### src/rtl/borrow_skip_sub_32_pkg.sv
// Shared constants and FSM state type for the borrow-skip subtractor.
// The operand and slice widths are fixed; the slice count and index width follow from them.
package bskip_sub_pkg;
    localparam int WIDTH      = 32;
    localparam int SLICE_W    = 4;
    localparam int NUM_SLICES = 8;
    localparam int IDX_W      = 3;

    typedef enum logic [1:0] {
        IDLE,
        RUN,
        DONE
    } bskip_state_t;
endpackage

### src/rtl/borrow_skip_sub_32_if.sv
// Handshake and data bundle for borrow_skip_sub_32.
//   master : drives in_valid, a, b, out_ready; sees in_ready and the results
//   slave  : the subtractor side
// The skip_cnt signal exists only when BSKIP_STATS_EN is defined.
interface borrow_skip_sub_32_if;
    import bskip_sub_pkg::*;

    logic             in_valid;
    logic             in_ready;
    logic [WIDTH-1:0] a;
    logic [WIDTH-1:0] b;
    logic             out_valid;
    logic             out_ready;
    logic [WIDTH-1:0] diff;
    logic             borrow;
    logic             zero;
    logic             ovf;
`ifdef BSKIP_STATS_EN
    logic [3:0]       skip_cnt;
`endif

    modport master (
        output in_valid, a, b, out_ready,
`ifdef BSKIP_STATS_EN
        input  skip_cnt,
`endif
        input  in_ready, out_valid, diff, borrow, zero, ovf
    );

    modport slave (
        input  in_valid, a, b, out_ready,
`ifdef BSKIP_STATS_EN
        output skip_cnt,
`endif
        output in_ready, out_valid, diff, borrow, zero, ovf
    );
endinterface

### src/rtl/borrow_skip_sub_32_slice.sv
// bskip_slice_4: combinational 4-bit ripple slice with a carry-skip bypass.
//   a, bn : minuend slice and inverted subtrahend slice
//   cin   : incoming carry
//   s     : slice sum
//   cout  : outgoing carry (cin when the whole slice propagates)
//   skip  : all four propagate bits set, so the bypass was used
module bskip_slice_4 (
    input  logic [3:0] a,
    input  logic [3:0] bn,
    input  logic       cin,
    output logic [3:0] s,
    output logic       cout,
    output logic       skip
);
    logic [3:0] p, g;
    logic [4:0] c;

    assign p = a ^ bn;
    assign g = a & bn;

    always_comb begin
        c[0] = cin;
        for (int i = 0; i < 4; i++) begin
            s[i]   = p[i] ^ c[i];
            c[i+1] = g[i] | (p[i] & c[i]);
        end
    end

    // When every bit propagates, the carry-out is the carry-in, so take the short path.
    assign skip = &p;
    assign cout = skip ? cin : c[4];
endmodule

### src/rtl/borrow_skip_sub_32.sv
// borrow_skip_sub_32: multi-cycle subtractor computing a - b as a + ~b + 1,
// one 4-bit carry-skip slice per clock, one operation in flight.
//   clk, rst : rising-edge clock, asynchronous active-high reset
//   bus      : slave side of borrow_skip_sub_32_if (operands in, diff/borrow/zero/ovf out)
// Optional: BSKIP_STATS_EN adds skip_cnt, the number of slices that took the skip path.
module borrow_skip_sub_32
    import bskip_sub_pkg::*;
(
    input logic                 clk,
    input logic                 rst,
    borrow_skip_sub_32_if.slave bus
);
    bskip_state_t     state;
    logic [WIDTH-1:0] a_r, bn_r, diff_r, diff_nx;
    logic [IDX_W-1:0] idx;
    logic [4:0]       lsb;
    logic             carry, in_ready_r, out_valid_r, borrow_r, zero_r, ovf_r;
    logic [3:0]       s;
    logic             cout, skip;
    logic             last;

    assign lsb  = {idx, 2'b00};
    assign last = (idx == IDX_W'(NUM_SLICES - 1));

    // Single slice reused every cycle; the index selects which nibble it sees.
    bskip_slice_4 u_slice (
        .a    (a_r[lsb +: SLICE_W]),
        .bn   (bn_r[lsb +: SLICE_W]),
        .cin  (carry),
        .s    (s),
        .cout (cout),
        .skip (skip)
    );

    // Result word with the current slice merged in, so zero/ovf see the final value on the last slice.
    always_comb begin
        diff_nx                = diff_r;
        diff_nx[lsb +: SLICE_W] = s;
    end

    always_ff @(posedge clk or posedge rst) begin
        if (rst) begin
            state       <= IDLE;
            in_ready_r  <= 1'b1;
            out_valid_r <= 1'b0;
            a_r         <= '0;
            bn_r        <= '0;
            diff_r      <= '0;
            carry       <= 1'b0;
            idx         <= '0;
            borrow_r    <= 1'b0;
            zero_r      <= 1'b0;
            ovf_r       <= 1'b0;
        end else begin
            case (state)
                IDLE: if (bus.in_valid) begin
                    a_r        <= bus.a;
                    bn_r       <= ~bus.b;
                    carry      <= 1'b1;    // the +1 of two's-complement negation
                    idx        <= '0;
                    diff_r     <= '0;
                    in_ready_r <= 1'b0;
                    state      <= RUN;
                end
                RUN: begin
                    diff_r <= diff_nx;
                    carry  <= cout;
                    idx    <= idx + 1'b1;
                    if (last) begin
                        borrow_r    <= ~cout;
                        zero_r      <= (diff_nx == '0);
                        // bn_r holds ~b, so equal top bits means the operand signs differ.
                        ovf_r       <= (a_r[WIDTH-1] == bn_r[WIDTH-1]) &&
                                       (diff_nx[WIDTH-1] != a_r[WIDTH-1]);
                        out_valid_r <= 1'b1;
                        state       <= DONE;
                    end
                end
                DONE: if (bus.out_ready) begin
                    out_valid_r <= 1'b0;
                    in_ready_r  <= 1'b1;
                    state       <= IDLE;
                end
                default: state <= IDLE;
            endcase
        end
    end

    assign bus.in_ready  = in_ready_r;
    assign bus.out_valid = out_valid_r;
    assign bus.diff      = diff_r;
    assign bus.borrow    = borrow_r;
    assign bus.zero      = zero_r;
    assign bus.ovf       = ovf_r;

`ifdef BSKIP_STATS_EN
    logic [3:0] skip_cnt_r;

    always_ff @(posedge clk or posedge rst) begin
        if (rst)
            skip_cnt_r <= '0;
        else if (state == IDLE && bus.in_valid)
            skip_cnt_r <= '0;
        else if (state == RUN && skip)
            skip_cnt_r <= skip_cnt_r + 1'b1;
    end

    assign bus.skip_cnt = skip_cnt_r;
`endif
endmodule
### src/flat_wrapper.sv
// flat-port wrapper written by rule: the top's interface ports become plain ports
module borrow_skip_sub_32_flat import bskip_sub_pkg::*;
  (clk, rst, bus_in_valid, bus_a, bus_b, bus_out_ready, bus_in_ready, bus_out_valid, bus_diff, bus_borrow, bus_zero, bus_ovf);
  borrow_skip_sub_32_if bus_i ();
  input logic clk;
  input logic rst;
  input wire logic [$bits(bus_i.in_valid)-1:0] bus_in_valid;
  input wire logic [$bits(bus_i.a)-1:0] bus_a;
  input wire logic [$bits(bus_i.b)-1:0] bus_b;
  input wire logic [$bits(bus_i.out_ready)-1:0] bus_out_ready;
  output wire logic [$bits(bus_i.in_ready)-1:0] bus_in_ready;
  output wire logic [$bits(bus_i.out_valid)-1:0] bus_out_valid;
  output wire logic [$bits(bus_i.diff)-1:0] bus_diff;
  output wire logic [$bits(bus_i.borrow)-1:0] bus_borrow;
  output wire logic [$bits(bus_i.zero)-1:0] bus_zero;
  output wire logic [$bits(bus_i.ovf)-1:0] bus_ovf;
  assign bus_i.in_valid = bus_in_valid;
  assign bus_i.a = bus_a;
  assign bus_i.b = bus_b;
  assign bus_i.out_ready = bus_out_ready;
  assign bus_in_ready = bus_i.in_ready;
  assign bus_out_valid = bus_i.out_valid;
  assign bus_diff = bus_i.diff;
  assign bus_borrow = bus_i.borrow;
  assign bus_zero = bus_i.zero;
  assign bus_ovf = bus_i.ovf;
  borrow_skip_sub_32 u_core (.clk(clk), .rst(rst), .bus(bus_i));
endmodule
### config.mk
export PLATFORM = sky130hd
export DESIGN_NAME = borrow_skip_sub_32_flat
export DESIGN_NICKNAME = d
export VERILOG_FILES = /design/src/rtl/borrow_skip_sub_32_pkg.sv /design/src/rtl/borrow_skip_sub_32_if.sv /design/src/rtl/borrow_skip_sub_32_slice.sv /design/src/rtl/borrow_skip_sub_32.sv /design/src/flat_wrapper.sv
export SDC_FILE = /design/constraint.sdc
export NUM_CORES = 1
export LEC_CHECK = 0
export ABC_AREA = 1
export CAP_MARGIN = 10
export CORE_MARGIN = 10
export CORE_UTILIZATION = 40
export DETAILED_ROUTE_END_ITERATION = 8
export PLACE_DENSITY = 0.71
export SLEW_MARGIN = 30
export SYNTH_ARGS = -nofsm -noshare
export SYNTH_HDL_FRONTEND = slang
export SYNTH_SLANG_ARGS = --single-unit
### constraint.sdc
create_clock -name clk -period 8.67 [get_ports clk]
set_input_delay 1.3005 -clock clk [delete_from_list [all_inputs] [get_ports clk]]
set_output_delay 1.3005 -clock clk [all_outputs]
set_load 0.005 [all_outputs]
==> key figures <==
Outcome
  – Run status: complete, no violations

Die
  – Area of the die: 18300 µm²
  – Die height: 135 µm
  – Core area: 13100 µm²
  – Die width: 135 µm
  – Placement Rows: 42
  – Num ports: 105
  – Initial Util: 40.4%

Worst setup path
  – R2R Path Start: u_core.idx[1]$_DFFE_PP0P_
  – CP max FO: 25
  – Crit path launch: u_core.idx[1]$_DFFE_PP0P_
  – R2R Setup Slk: 4.12 ns
  – Critical path class: flop to flop
  – Critical R2R Capture: u_core.bus.zero$_DFFE_PP0P_
  – Critical path launch point type: flop
  – Arr. time, crit path: 4.84 ns
  – WP data required: 8.96 ns
  – FF-to-FF path depth: 17
  – Worst Setup End Kind: flop

Timing
  – Fin. max-slew vios: 0
  – Worst Max-Slew Pin Slew: 0.929 ns
  – Final setup fails: 0
  – Max Fclk: 220 MHz
  – RSZ-0062 raised after global routing: false
  – WHS: 0.469 ns
  – Final min period: 4.55 ns
  – Final WS setup: 4.12 ns
  – Setup TNS: 0 ns
  – Worst Skew: 0.00848 ns
  – Final hold viol count: 0
  – Final Cycle Share: 52.4%
  – Slew margin rel.: 37.9%

Final layout
  – Fillcell total: 1286
  – Final Net Count: 824
  – Most frequent cells in the layout: nand2_1, dfrtp_1, clkdlybuf4s50_1
  – Area growth syn-to-layout: 27.8%
  – Final Non-Filler Cells: 925
  – Commonest non-fill, non-tap cell in the layout: nand2_1
  – Fin area: 6790 µm²
  – Share of post-route cells with drive strength above 1: 4.94%
  – Ant diodes: 0
  – Util after Layout: 51.7%

Power
  – Power Total: 2.93 mW
  – Maximum vdd drop: 0.244 mV
  – Share of power burned in the clock network: 15.3%
  – P_leak: 3.21 nW
  – Reg power frac: 29.5%
  – P_sw: 1.36 mW
  – Cell internal pwr: 1.57 mW
  – Gate power share: 55.3%
  – Pwr Density: 431 nW/µm²
  – Switching Fraction: 46.6%

Synth
  – Netlist cell types: 30
  – Yosys reg bits: 107
  – Post-synth EDFFs: 0
  – Mapped Avg Cell Area: 8.05 µm²
  – Post-synth ARST share: 100%
  – Register area share after synthesis: 50.4%
  – Post-synthesis instance total: 660
  – Syn nets: 740
  – Synth warn: 0
  – Synth Flop Type: dfrtp_1
  – Post-Synthesis Cell Area: 5310 µm²
  – Synth top area cells: dfrtp_1, nand2_1, o21ai_0, inv_1, o22ai_1
  – Top cell type's share of synthesized area: 50.0%
  – Largest area contributor in the netlist: dfrtp_1

Global route
  – Via count of the first global-routing pass: 4834
  – All-layer global routing usage: 15.9%
  – Initial antenna violation count: 0
  – Largest net degree at the start of global routing: 91
  – First-pass GRT wire length: 23700 µm
  – GRT overflow: 0

Clocking
  – Post-CTS Resized: 0
  – TritonCTS clock tree: yes
  – Clock Path Buffers: 2
  – Worst skew pair latency: 0.35 ns
  – TritonCTS buffer count: 9
  – H-tree depth: 3
  – Clk pin slew, worst setup/hold paths: 0.07 ns
  – Hold buffers post-CTS: 0
  – Clk sink count: 107
  – Post-CTS Setup Bufs: 0
  – Clock Tree Root: clkbuf_16

Placed design
  – Worst slack at placement: 3.53 ns
  – Port Buffer Count: 104
  – Placed insts: 909
  – DP Area: 6460 µm²
  – Placer's final routability congestion estimate: 0.866
  – Post-DP HPWL: 10400 µm

Routing
  – DR vias/cell: 5.12
  – Vias after detailed routing: 4737
  – Drt pass-1 iters: 5
  – DR WL/cell: 15.3 µm
  – DRT iter0 DRCs: 322
  – DRT Wirelength: 14100 µm
  – Number of remaining DRC errors: 0
  – ANT nets after route: 0

Hold path
  – Hold path start: u_core.bus.in_ready$_DFFE_PP1P_
  – Worst hold stages: 2
  – Hold endpoint: u_core.bus.in_ready$_DFFE_PP1P_
  – Worst hold path type: flop to flop

Run
  – MaxCap Viol Count: 0
final cells by class:
type                    count  area (µm²)  share of cell area, %
flip-flops and latches    107        2680                   39.5
clock inverters             6        87.6                   1.29
inverters                  61         234                   3.45
well taps                 176         220                   3.24
clock buffers              10         239                   3.52
repair buffers            107        1060                   15.7
multi-input cells         458        2260                   33.4
power groups by stage:
stage	clock network, mW	logic [mW]	registers [mW]
6_report	0.447	1.62	0.863
5_1_grt	0.475	1.84	0.891
4_1_cts	0.457	1.62	0.862
3_5_place_dp	0	1.62	0.870
3_3_place_gp	0	1.58	0.863
2_1_floorplan	0	1.12	0.830
routing by layer:
layer | global-route usage (%) | wire (µm) | share of wire [%] | vias up
met3 | 3.45 | 843 | 6.0 | 25
met4 | 6.70 | 354 | 2.5 | 0
met1 | 20.1 | 6250 | 44 | 2239
li1 | - | - | - | 2338
met2 | 25.7 | 6660 | 47 | 135
met5 | 0 | 0 | 0 | -
how the worst max path moves through the flow:
| stage | endpoint | slack [ns] | depth (start not counted) |
|---|---|---|---|
| after floorplan | u_core.a_r[0]$_DFFE_PP0P_ | 4.55 | 1 |
| after global placement | u_core.carry$_DFFE_PP0P_ | 3.60 | 8 |
| after detailed placement | u_core.carry$_DFFE_PP0P_ | 3.53 | 8 |
| after CTS | u_core.carry$_DFFE_PP0P_ | 3.91 | 8 |
| after global routing | u_core.bus.zero$_DFFE_PP0P_ | 3.72 | 17 |
| final | u_core.bus.zero$_DFFE_PP0P_ | 4.12 | 17 |
sequential cells by signal, summed over array words and instances (netlist names):
name	flops
u_core.a_r	32
u_core.bn_r	32
u_core.bus.borrow	1
u_core.bus.diff	32
u_core.bus.in_ready	1
u_core.bus.out_valid	1
u_core.bus.ovf	1
u_core.bus.zero	1
u_core.carry	1
u_core.idx	3
u_core.state	2
worst max-delay path, cell delays in order, from the launching register on:
cell and delay [ns]:
dfrtp_1 0.86, inv_1 0.44, nor2_1 0.18, o21ai_0 0.09, a31oi_1 0.32, fa_1 0.23
inv_1 0.05, fa_1 0.38, fa_1 0.39, fa_1 0.65, inv_1 0.12, o21ai_1 0.26
nand2_1 0.09, nor2_1 0.10, nand2_1 0.09, nor2_1 0.12, nand2_1 0.06, nand2_1 0.05
synth_stat cells (2+ instances only):
master    number
o21ai_0       95
nor2_2         4
dfrtp_1      106
nand2_1      206
buf_4          2
nand4_1       15
clkbuf_1      24
ha_1           8
o22ai_1       29
a21oi_1        9
nor2_1        42
buf_2          4
nand3_2        4
fa_1           4
a22o_1         9
inv_1         59
nand3_1       16
buf_1          4
o21ai_1        8
a31oi_1        2
cell families after synthesis:
logic type | share of synthesized area, %
AOI/OAI and AO/OA | 16.3
adders and majority gates | 3.39
buffers and inverters | 7.00
DFF | 50.4
and+or+nand+nor | 22.9
Note: power is estimated with default switching activity, not from simulation.
